===== config.mk =====
export PLATFORM = sky130hd
export DESIGN_NAME = palindrome_check
export DESIGN_NICKNAME = d
export VERILOG_FILES = /design/src/rtl/palindrome_check.sv
export SDC_FILE = /design/constraint.sdc
export NUM_CORES = 1
export LEC_CHECK = 0
export ABC_CLOCK_PERIOD_IN_PS = 1050
export CAP_MARGIN = 20
export CORE_AREA = 2 2 39 41
export DETAILED_ROUTE_END_ITERATION = 16
export DIE_AREA = 0 0 41 43
export GPL_ROUTABILITY_DRIVEN = 0
export RECOVER_POWER = 100
export SYNTH_ARGS = -nofsm -noshare
export SYNTH_HDL_FRONTEND = slang
export SYNTH_SLANG_ARGS = --single-unit
export TNS_END_PERCENT = 30

===== constraint.sdc =====
create_clock -name vclk -period 1.05
set_clock_uncertainty 0.15 [all_clocks]
set_input_delay 0.1575 -clock vclk [all_inputs]
set_output_delay 0.1575 -clock vclk [all_outputs]
set_load 0.01 [all_outputs]

===== src/rtl/palindrome_check.sv =====
// Combinational bitwise palindrome test of one word; leading zeros are significant.
module palindrome_check #(
  parameter int DATA_WIDTH = 32
) (
  input  logic [DATA_WIDTH-1:0] word,
  output logic                  is_pal
);

  // Compare the lower half against the bit-reversed upper half; an odd middle bit is ignored
  always_comb begin
    is_pal = 1'b1;
    for (int i = 0; i < DATA_WIDTH / 2; i++) begin
      if (word[i] != word[DATA_WIDTH-1-i]) begin
        is_pal = 1'b0;
      end
    end
  end

endmodule


* Word level (Yosys, flattened, before mapping) *
Index checks and enable logic that the tools add are counted.
Widths: inputs -> output; s select.

operators by class
  equality and inequality tests = 16
  muxes and demuxes = 16

operators with widths
  kind        number
  $mux 1      16
  $ne 1x1->1  16

word-level totals
  register bits = 0
  output and inout port bits = 1
  word-level logic and storage cells = 32

* Longest topological paths before layout *
  word-level depth = 17
  mapped depth = 3
  depth with buffers taken out = 3

* Worst setup path before layout *
OpenSTA, ideal clock, no wires.

  path type = input -> output
  start point = input port word[24]
  end point = output port is_pal
  arrival = 0.771 ns
  data required time = 0.742 ns
  path slack = -0.029 ns
  cell stages on the path = 3
  path through = xnor2_1 nand4_1 nor4_2

on the way
  cells in the longest elaborated chain, start to end = 10

ends and longest elaborated chain
  element              line  RTL
  from (decl)          5     input logic [DATA_WIDTH-1:0] word,
  $ne 1x1->1           13    if (word[i] != word[DATA_WIDTH-1-i]) begin
  $mux 1 (9 in a row)  13
  to (decl)            6     output logic is_pal

No other way between the ends.

* Worst setup path after layout *
  start point = input port word[21]
  end point = output port is_pal

on the way
  cells in the longest elaborated chain, start to end = 7

ends and longest elaborated chain
  element              line
  $ne 1x1->1           13
  $mux 1 (6 in a row)  13

No other way between the ends.

==> results.txt <==
Outcome: finished with violations
Achievable Freq: 798 MHz
Initial Util: 12.8%
Slew @ Worst Pin: 173 ps
Vias post-DR: 271
Final period utilization: 119%
Comb pwr share: 100.0%
Worst-path cell chain: clkbuf_2 -> xnor2_2 -> nand4_1 -> nor4_2 -> buf_2
Height of the die: 43 um
Post-synth net total: 53
DRC: 0
Hold Path Class: in2out
Post-route minimum period: 1250 ps
Worst Path Arrival: 950 ps
Core area: 1380 sq um
DR pass1 iterations: 1
Sw Ratio: 30.8%
Most frequent cells in the layout: buf_2 (17), buf_6 (11), xnor2_2 (10), xnor2_1 (6), clkbuf_2 (5)
Commonest non-fill, non-tap cell in the layout: buf_2
Mapped Avg Cell Area: 8.46 sq um
Slowest CP cell: nor4_2
Sequential share of the synthesized area: 0%
Clock buffers: 0
CP Capture Type: output pin
Die area: 1760 sq um
Crit Path Max Fanout: 1
Sequential cell count: 0
Failing checks: negative setup slack
ANT nets after route: 0
Setup bufs post-CTS: 0
Critical Setup Path Class: in2out
PD cells: 381 nW/um^2
Setup crit start kind: primary input
DR vias/cell: 3.87
DR iter-0 viols: 0
Setup Viol. Count Final: 1
First-pass GRT wire length: 910 um
Slew headroom: 88.4%
WHS: 536 ps
Largest net degree at the start of global routing: 2
Max-slew violations: 0
Int Power: 0.000134 W
Sum of negative setup slack: -203 ps
Required time at the worst-slack endpoint: 740 ps
Placed cell area: 551 sq um
Number of port buffers: 33
Final hold vios: 0
Nets: 88
RSZ-0062 raised after global routing: yes
Syn Inst Count: 21
Fin area: 507 sq um
Placement Rows: 14
WL final: 652 um
Ys Warns: 0
Share of layout cells above drive strength 1: 81.5%
Sw power: 0.0000594 W
Initial antenna violation count: 0
Fin worst setup slack: -203 ps
FF+latch area: 0 sq um
I/O pin total: 33
Leakage: 0.248 nW
Netlist cell types: 3
Peak supply drop: 0.126 mV
Diodes inserted: 0
DR WL/cell: 9.31 um
Post-synthesis cell area: 178 sq um
Total power: 0.000193 W
Total track usage: 6.92%
Sequential power share: 0%
Vias in the first global route: 246
Clk pwr share: 0%
CP max stage delay: 260 ps
Die X: 41 um
Max Cap Violations: 0
GRT Residual Overflow: 0
Area delta synth->final: 185%
power by group through the flow:
| stage | logic (W) | clock network, W | registers (W) |
|---|---|---|---|
| 6_report | 0.000193 | 0 | 0 |
| 2_1_floorplan | 0.0000671 | 0 | 0 |
| 4_1_cts | 0.000192 | 0 | 0 |
| 3_5_place_dp | 0.000204 | 0 | 0 |
| 3_3_place_gp | 0.000203 | 0 | 0 |
| 5_1_grt | 0.000207 | 0 | 0 |
cell type report:
cell class,count,area (sq um)
fill,164,877
tap,16,20.0
timing repair buffer,33,234
multi-input combinational,21,253
timing repair:
| action | 4_1_cts | 5_1_grt |
|---|---|---|
| cloned | 0 | 0 |
| hold buffers | 0 | 0 |
| setup endpoints to repair | 1 | 1 |
| pin swaps | 20 | 5 |
| resized for setup | 113 | 14 |
per-layer routing:
layer	GRT usage, %	vias up	routed length (um)
li1	-	139	-
met1	7.69	115	183
met2	13.4	17	352
met4	0	0	0
met3	1.05	0	116
met5	0	-	0
critical path, delay by kind of cell:
kind | cells | cell delay [ps]
simple gates | 2 | 390
buf+inv | 2 | 270
xor+xnor | 1 | 130
stage by stage:
stage / worst slack [ps] / util, % / std cells
2_1_floorplan: -18.4 / - / 21
3_3_place_gp: -1010 / 39.8 / 70
3_5_place_dp: -1020 / 39.8 / 70
4_1_cts: -208 / 37.6 / 70
5_1_grt: -289 / 36.6 / 70
6_report: -203 / 36.6 / 70
path summary, 6_finish.rpt:
check | start | endpoint | slack (ps) | cells after the start
max | word[21] | is_pal | -200 | 5
min | word[2] | is_pal | 540 | 5
cell families after synthesis:
logic type | Yosys count | synth area share [%]
xor gates and xnor gates | 16 | 78.9
and+or+nand+nor | 5 | 21.1
cell usage after synthesis:
cell type / instances / area [sq um]
nor4_2: 1 / 12.5
xnor2_1: 16 / 140
nand4_1: 4 / 25.0
Power figures use the tool's default switching activity.
